**src/rtl/axis_demux_decoder.sv**
```systemverilog
// AXI-stream demultiplexer: decodes a per-packet binary destination index into a
// one-hot output valid, locking the destination for the whole packet; out-of-range packets are dropped.
module axis_demux_decoder #(
    parameter int unsigned N  = 4,
    parameter int unsigned DW = 16,
    parameter int unsigned IW = $clog2(N)
) (
    input  logic          clk,
    input  logic          rst_n,
    input  logic [DW-1:0] s_axis_tdata,
    input  logic          s_axis_tvalid,
    output logic          s_axis_tready,
    input  logic          s_axis_tlast,
    input  logic [IW-1:0] s_axis_tid,
    output logic [DW-1:0] m_axis_tdata,
    output logic          m_axis_tlast,
    output logic [N-1:0]  m_axis_tvalid,
    input  logic [N-1:0]  m_axis_tready,
    output logic          drop,
    output logic [15:0]   drop_count
);

    localparam int unsigned CW = 16;

    typedef enum logic [1:0] {IDLE, ROUTE, DROP} state_t;

    state_t        state;
    state_t        state_next;
    logic [IW-1:0] lock_id;
    logic          rdy_en;
    logic          in_range_c;
    logic          drain_c;
    logic          accept_c;
    logic          load_c;
    logic          discard_first_c;
    logic [IW-1:0] load_idx_c;

    assign in_range_c = (32'(s_axis_tid) < N);
    assign drain_c    = ((m_axis_tready & m_axis_tvalid) != '0);

    // Ready: a discarded beat never needs ORB space; a routed one needs an empty or draining ORB.
    assign s_axis_tready = rdy_en && ((state == DROP) || (state == IDLE && !in_range_c) ||
                                      (m_axis_tvalid == '0) || drain_c);
    assign accept_c      = s_axis_tvalid && s_axis_tready;
    assign load_idx_c    = (state == IDLE) ? s_axis_tid : lock_id;

    // Next-state and per-beat decode.
    always_comb begin
        state_next      = state;
        load_c          = 1'b0;
        discard_first_c = 1'b0;
        case (state)
            IDLE: begin
                if (accept_c) begin
                    if (in_range_c) begin
                        load_c = 1'b1;
                        if (!s_axis_tlast) state_next = ROUTE;
                    end else begin
                        discard_first_c = 1'b1;
                        if (!s_axis_tlast) state_next = DROP;
                    end
                end
            end
            ROUTE: begin
                if (accept_c) begin
                    load_c = 1'b1;
                    if (s_axis_tlast) state_next = IDLE;
                end
            end
            DROP: begin
                if (accept_c && s_axis_tlast) state_next = IDLE;
            end
            default: state_next = IDLE;
        endcase
    end

    always_ff @(posedge clk or negedge rst_n) begin
        if (!rst_n) begin
            state   <= IDLE;
            lock_id <= '0;
            rdy_en  <= 1'b0;
        end else begin
            state  <= state_next;
            rdy_en <= 1'b1;
            if (state == IDLE && load_c) lock_id <= s_axis_tid;
        end
    end

    // Output register: a load replaces contents even while draining, giving full throughput.
    always_ff @(posedge clk or negedge rst_n) begin
        if (!rst_n) begin
            m_axis_tvalid <= '0;
            m_axis_tdata  <= '0;
            m_axis_tlast  <= 1'b0;
        end else if (load_c) begin
            m_axis_tvalid <= N'(1) << load_idx_c;
            m_axis_tdata  <= s_axis_tdata;
            m_axis_tlast  <= s_axis_tlast;
        end else if (drain_c) begin
            m_axis_tvalid <= '0;
        end
    end

    always_ff @(posedge clk or negedge rst_n) begin
        if (!rst_n) begin
            drop       <= 1'b0;
            drop_count <= '0;
        end else begin
            drop <= discard_first_c;
            if (discard_first_c && drop_count != {CW{1'b1}}) drop_count <= drop_count + CW'(1);
        end
    end

endmodule

```
**config.mk**
```make
export PLATFORM = sky130hd
export DESIGN_NAME = axis_demux_decoder
export DESIGN_NICKNAME = d
export VERILOG_FILES = /design/src/rtl/axis_demux_decoder.sv
export SDC_FILE = /design/constraint.sdc
export NUM_CORES = 1
export LEC_CHECK = 0
export CAP_MARGIN = 20
export CORE_UTILIZATION = 38
export DETAILED_ROUTE_END_ITERATION = 6
export GPL_TIMING_DRIVEN = 0
export MAX_ROUTING_LAYER = met4
export PLACE_DENSITY = 0.8
export SLEW_MARGIN = 30
export SYNTH_ARGS = -nofsm -noshare
export SYNTH_HDL_FRONTEND = slang
export SYNTH_SLANG_ARGS = --single-unit
```
**constraint.sdc**
```tcl
create_clock -name clk -period 2.3 [get_ports clk]
set_input_delay 0.345 -clock clk [delete_from_list [all_inputs] [get_ports clk]]
set_output_delay 0.345 -clock clk [all_outputs]
set_load 0.02 [all_outputs]
```
==> results of run 1 <==
## kinds of logic (layout without fill, tap and decap cells)
kind of cell,Yosys count,count (layout),synth area share [%]
flops,25,25,53.8
other cells,2,18,0.645
compound gates,9,9,8.39
simple gates,5,5,2.69
buf+inv,21,72,13.5
mux,22,22,21.0
## path summary, 6_finish.rpt
check,to,start
hold / removal,m_axis_tdata[5],rst_n
min in group clk,m_axis_tdata[3],m_axis_tdata[3]
max in group asynchronous,m_axis_tlast,rst_n
setup reg to reg,m_axis_tdata[1],m_axis_tvalid[1]
hold reg to reg,m_axis_tdata[3],m_axis_tdata[3]
setup / recovery,s_axis_tready,m_axis_tvalid[2]
## timing repair
action | 4_1_cts | 5_1_grt
resized for setup | 1 | 1
endpoints found under the setup margin | 1 | 1
setup buffers | 0 | 0
gates cloned | 0 | 0
## critical path, stage by stage (launching register included)
cell and delay, ns:
dfrtp_1 0.44, a22oi_1 0.40, and2_1 0.29, a21boi_0 0.10
dlygate4sd2_1 0.33
## cell type report
class	count	area (um^2)
Timing Repair Buffer	47	464
Buffer	19	150
Tap cell	31	38.8
Multi-Input combinational cell	54	445
Clock inverter	1	5.00
Clock buffer	3	22.5
Fill cell	247	1070
Sequential cell	25	626
Inverter	2	7.51
## power by group
group	internal, uW	switching [uW]
clock network	64.9	119
registers	643	129
logic	622	538
## metrics by stage
step | instances | instance area, um^2 | power (uW) | worst slack [ns] | util (%)
after floorplan | 100 | 1220 | 1440 | 0.369 | -
after global placement | 178 | 1730 | 1910 | -0.0927 | 61.3
after detailed placement | 178 | 1730 | 1950 | -0.115 | 61.1
after CTS | 182 | 1750 | 2140 | 0.0726 | 62.0
after global routing | 182 | 1760 | 2240 | 0.00421 | 62.2
final | 182 | 1760 | 2120 | 0.0856 | 62.2
## cells in the final DEF, fill, tap and decap left out, drive strengths merged, types with 2 or more instances in the layout
cell,netlist,layout
a22o,2,2
a22oi,2,2
a32o,2,2
buf,19,20
clkbuf,0,3
clkdlybuf4s50,0,45
conb,2,18
dfrtp,25,25
inv,2,2
mux2,19,19
mux2i,3,3
## routing by layer
layer | global-route usage (%) | vias to the layer above | share of wire (%)
met4 | 4.18 | 0 | 1.2
met5 | - | - | 0
met3 | 6.12 | 4 | 12
li1 | - | 392 | -
met1 | 17.4 | 396 | 41
met2 | 23.5 | 49 | 45
## flip-flops by register name, summed over array words and instances, names as in the netlist
signal         flops
lock_id            2
m_axis_tdata      16
m_axis_tlast       1
m_axis_tvalid      4
rdy_en             1
state              1
==> out/metrics.csv, run 1 <==
stage,metric,value,unit
status,outcome,"finished, violations left",
status,failing checks,DRC,
floorplanning,Starting Density,41.1,%
worst_setup_path,Reg2Reg Setup Slack,0.36,ns
global_routing,total global routing overflow,0,
finish,Layout Nets,178,
yosys,synth cell count leaders,"dfrtp_1, mux2_2, buf_4, mux2i_1",
worst_setup_path,crit path DAT,1.87,ns
timing,max frequency,452,MHz
cts,CTS tree,done,
yosys,asr flop ratio synth,100,%
power_and_ir_drop,worst vdd ir,688,uV
cts,CTS Buffer Depth,2,
cts,worst-skew pair later-pin latency,0.30,ns
route,1st-pass router iterations,7,
timing,Final period util,96.3,%
route,Vias/cell,4.62,
timing,Fin. Hold Viols,0,
worst_setup_path,WS Path Type,flip-flop to output pin,
cts,CTS sink cnt,25,
cts,cts hold-fix bufs,0,
power_and_ir_drop,Leak,0.000796,uW
floorplanning,die outline area,0.00329,mm^2
route,number of remaining DRC errors,7,
timing,Clock Skew,0.00214,ns
cts,clk root buf,clkbuf_4,
timing,unrepaired setup endpoints after global routing,no,
cts,clock-pin slew on the worst setup and hold paths,0.12,ns
timing,Final setup viols,0,
placed_design,I/O Buffers,47,
global_routing,vias in the first global route,838,
floorplanning,Core Area,0.00283,mm^2
timing,Worst slew margin,63.8,%
timing,slew of the pin with the lowest slew margin,0.544,ns
yosys,yosys warns,0,
placed_design,detailed placer's ending HPWL,1.77,mm
finish,synth-to-layout area growth,51.2,%
floorplanning,row count,19,
global_routing,first-pass GRT wire length,3.59,mm
finish,antenna diode count,0,
floorplanning,Die Y,57.3,um
yosys,Yosys top cell by area,dfrtp_1,
worst_setup_path,critical path startpoint category,flip-flop,
route,final wirelength,2.22,mm
cts,H-tree Lvls,1,
yosys,commonest register cell after synthesis,dfrtp_1,
yosys,Netlist cell types,19,
floorplanning,die width,57.3,um
worst_setup_path,R2R depth,4,
yosys,Avg Inst Size Synth,13.9,um^2
floorplanning,I/O pins,65,
yosys,Post-Syn Instances,84,
yosys,sequential-to-total area share from yosys stat,53.8,%
global_routing,largest net degree at the start of global routing,26,
global_routing,initial antenna violation count,0,
yosys,synthesized cell area,0.00116,mm^2
timing,hold slack,0.00421,ns
min_path,HP Class,input pin to async pin,
power_and_ir_drop,pwr dens,1200,mW/mm^2
yosys,cell with the most instances after synthesis,dfrtp_1,
yosys,"top cells by area, synth","dfrtp_1, mux2_2, buf_4, mux2i_1, buf_6",
route,routed len/inst,12.2,um
route,Iteration-0 DRC Markers,18,
worst_setup_path,Setup crit end kind,output pin,
yosys,"FF+latch count, synth",25,
yosys,share of the synthesized area in the top cell type,53.8,%
worst_setup_path,crit path max fanout,5,
route,DR vias,841,
route,post-route ant nets,0,
yosys,Post-synth EDFFs,0,
placed_design,gpl congestion,0.697,
job,max-cap violations,0,
timing,"Slew Viols, Final",0,
timing,setup tns final,0,ns
finish,share of layout cells above drive strength 1,31.8,%
global_routing,gr usage total,14.8,%
timing,post-layout min period,2.21,ns
worst_setup_path,Critical Path RT,1.96,ns
cts,Num CTS Buffers,3,
Power figures use the tool's default switching activity.
==> inputs of run 2 (changes only) <==
GPL_TIMING_DRIVEN = not set   (was 0)
==> run 2 against run 1 <==
Via count decreased by 6.2%. Largest cell class unchanged. Largest power group unchanged. Final area decreased by 5.7%. Clock-buffer cell count unchanged. Die area unchanged. Flip-flop and latch count unchanged. The run still ends with DRC left.
==> out/metrics.csv, run 2 (synthesis results as in run 1) <==
stage,metric,value,unit,change
status,outcome,"finished, violations left",,
status,failing checks,DRC,,
timing,setup tns final,0,ns,unchanged
global_routing,gr usage total,16.6,%,+1.8 points
power_and_ir_drop,worst vdd ir,742,uV,+7.8%
worst_setup_path,WS Path Type,flip-flop to output pin,,
floorplanning,Core Area,0.00283,mm^2,unchanged
cts,clock-pin slew on the worst setup and hold paths,0.14,ns,+0.02 ns
route,Vias/cell,4.70,,+1.6%
floorplanning,die outline area,0.00329,mm^2,unchanged
timing,Final setup viols,0,,unchanged
finish,Layout Nets,164,,-7.9%
timing,max frequency,451,MHz,about the same
timing,unrepaired setup endpoints after global routing,no,,
route,DR vias,789,,-6.2%
global_routing,first-pass GRT wire length,3.92,mm,+9.0%
power_and_ir_drop,Total Power,2140,uW,+1.2%
floorplanning,die width,57.3,um,unchanged
timing,final worst setup slack,0.0844,ns,-0.00125 ns
route,post-route ant nets,0,,unchanged
timing,post-layout min period,2.22,ns,+0.00125 ns
finish,largest registers,"m_axis_tdata x16, m_axis_tvalid x4, lock_id x2",,
floorplanning,I/O pins,65,,unchanged
route,final wirelength,2.33,mm,+5.1%
job,max-cap violations,0,,unchanged
power_and_ir_drop,Leak,0.000718,uW,-9.9%
floorplanning,Starting Density,41.1,%,unchanged
cts,CTS Buffer Depth,2,,unchanged
route,routed len/inst,13.9,um,+14%
cts,clk root buf,clkbuf_4,,
global_routing,largest net degree at the start of global routing,26,,unchanged
finish,fin util,58.6,%,-3.5 points
placed_design,detailed placer's ending HPWL,1.79,mm,+1.6%
placed_design,gpl congestion,0.684,,-1.8%
route,number of remaining DRC errors,7,,unchanged
route,1st-pass router iterations,7,,unchanged
finish,Reg with most FFs,m_axis_tdata,,
cts,cts hold-fix bufs,0,,unchanged
global_routing,total global routing overflow,0,,unchanged
timing,Final period util,96.3,%,about the same
worst_setup_path,Critical Path RT,1.96,ns,about the same
power_and_ir_drop,pwr dens,1290,mW/mm^2,+7.3%
finish,share of layout cells above drive strength 1,23.4,%,-8.4 points
floorplanning,row count,19,,unchanged
finish,synth-to-layout area growth,42.6,%,
route,Iteration-0 DRC Markers,21,,+3
min_path,HP Class,input pin to async pin,,
finish,fill count,240,,-2.8%
placed_design,I/O Buffers,47,,unchanged
cts,H-tree Lvls,1,,unchanged
cts,CTS tree,done,,
timing,Fin. Hold Viols,0,,unchanged
finish,number of flip-flops in the largest register,16,,unchanged
finish,antenna diode count,0,,unchanged
cts,CTS sink cnt,25,,unchanged
worst_setup_path,critical path startpoint category,flip-flop,,
worst_setup_path,Setup crit end kind,output pin,,
timing,"Slew Viols, Final",0,,unchanged
worst_setup_path,crit path max fanout,4,,-1
worst_setup_path,crit path DAT,1.87,ns,about the same
cts,Num CTS Buffers,3,,unchanged
floorplanning,Die Y,57.3,um,unchanged
global_routing,vias in the first global route,869,,+3.7%
finish,most frequent cells in the layout,"clkdlybuf4s50_1, dfrtp_1, mux2_2",,
global_routing,initial antenna violation count,0,,unchanged
finish,"most common cell after layout, fill and taps aside",clkdlybuf4s50_1,,
timing,Clock Skew,0.0117,ns,+0.00952 ns
cts,worst-skew pair later-pin latency,0.32,ns,+0.02 ns
placed_design,pre-CTS setup slack,0.110,ns,+0.224 ns
## run 2: cell count changes in the layout (fill, tap and decap cells not counted)
cell	previous run	this run
clkdlybuf4s50_1	45	46
buf_4	17	4
buf_6	2	0
buf_12	0	1
a22oi_2	1	0
a22oi_1	1	2
buf_2	1	0
## run 2: where the power goes
| part | total [uW] | switching, uW | internal (uW) |
|---|---|---|---|
| combinational | 1170 | 538 | 628 |
| clock | 195 | 130 | 65.0 |
| sequential | 779 | 136 | 643 |
| total | 2140 | 804 | 1340 |
## run 2: critical path, cell delays in order (launching register included)
cell           delay (ns)
dfrtp_1              0.43
or4_4                0.59
a21boi_0             0.19
dlygate4sd2_1        0.35
## run 2: cell type report
class	count	area, um^2	share of cell area, %
sequential	25	626	37.7
timing repair buffer	52	519	31.3
multi-input combinational	54	440	26.5
tap	31	38.8	2.34
clock buffer	3	22.5	1.36
inverter	2	7.51	0.452
clock inverter	1	5.00	0.302
## run 2: metal layers
| metal | GRT usage (%) | wire [um] | share of wire, % | up-vias |
|---|---|---|---|---|
| met2 | 26.6 | 1160 | 50 | 49 |
| met3 | 3.63 | 186 | 8.0 | 4 |
| met5 | - | 0 | 0 | - |
| li1 | - | - | - | 363 |
| met4 | 6.27 | 33 | 1.4 | 0 |
| met1 | 20.7 | 947 | 41 | 373 |
## run 2: repair_timing
item,CTS,global route
resized for setup,1,0
endpoints found under the setup margin,1,0
setup buffers,0,0
## run 2: per-stage QoR
| stage | cell area (um^2) | hold WS, ns | std cells |
|---|---|---|---|
| 2_1_floorplan | 1220 | 0.0494 | 100 |
| 3_3_place_gp | 1630 | 0.489 | 164 |
| 3_5_place_dp | 1630 | 0.495 | 164 |
| 4_1_cts | 1660 | 0.371 | 168 |
| 5_1_grt | 1660 | 0.377 | 168 |
| 6_report | 1660 | 0.365 | 168 |
## run 2: path summary, 6_finish.rpt
check | slack, ns | to | startpoint | depth (start not counted)
max reg2reg | 0.42 | m_axis_tdata[10] | m_axis_tvalid[1] | 4
max | 0.08 | s_axis_tready | m_axis_tvalid[1] | 3
max in group asynchronous | 1.69 | m_axis_tdata[13] | rst_n | 2
min reg2reg | 0.52 | m_axis_tdata[13] | m_axis_tdata[13] | 1
min in group clk | 0.52 | m_axis_tdata[13] | m_axis_tdata[13] | 1
min | 0.37 | m_axis_tdata[5] | rst_n | 2
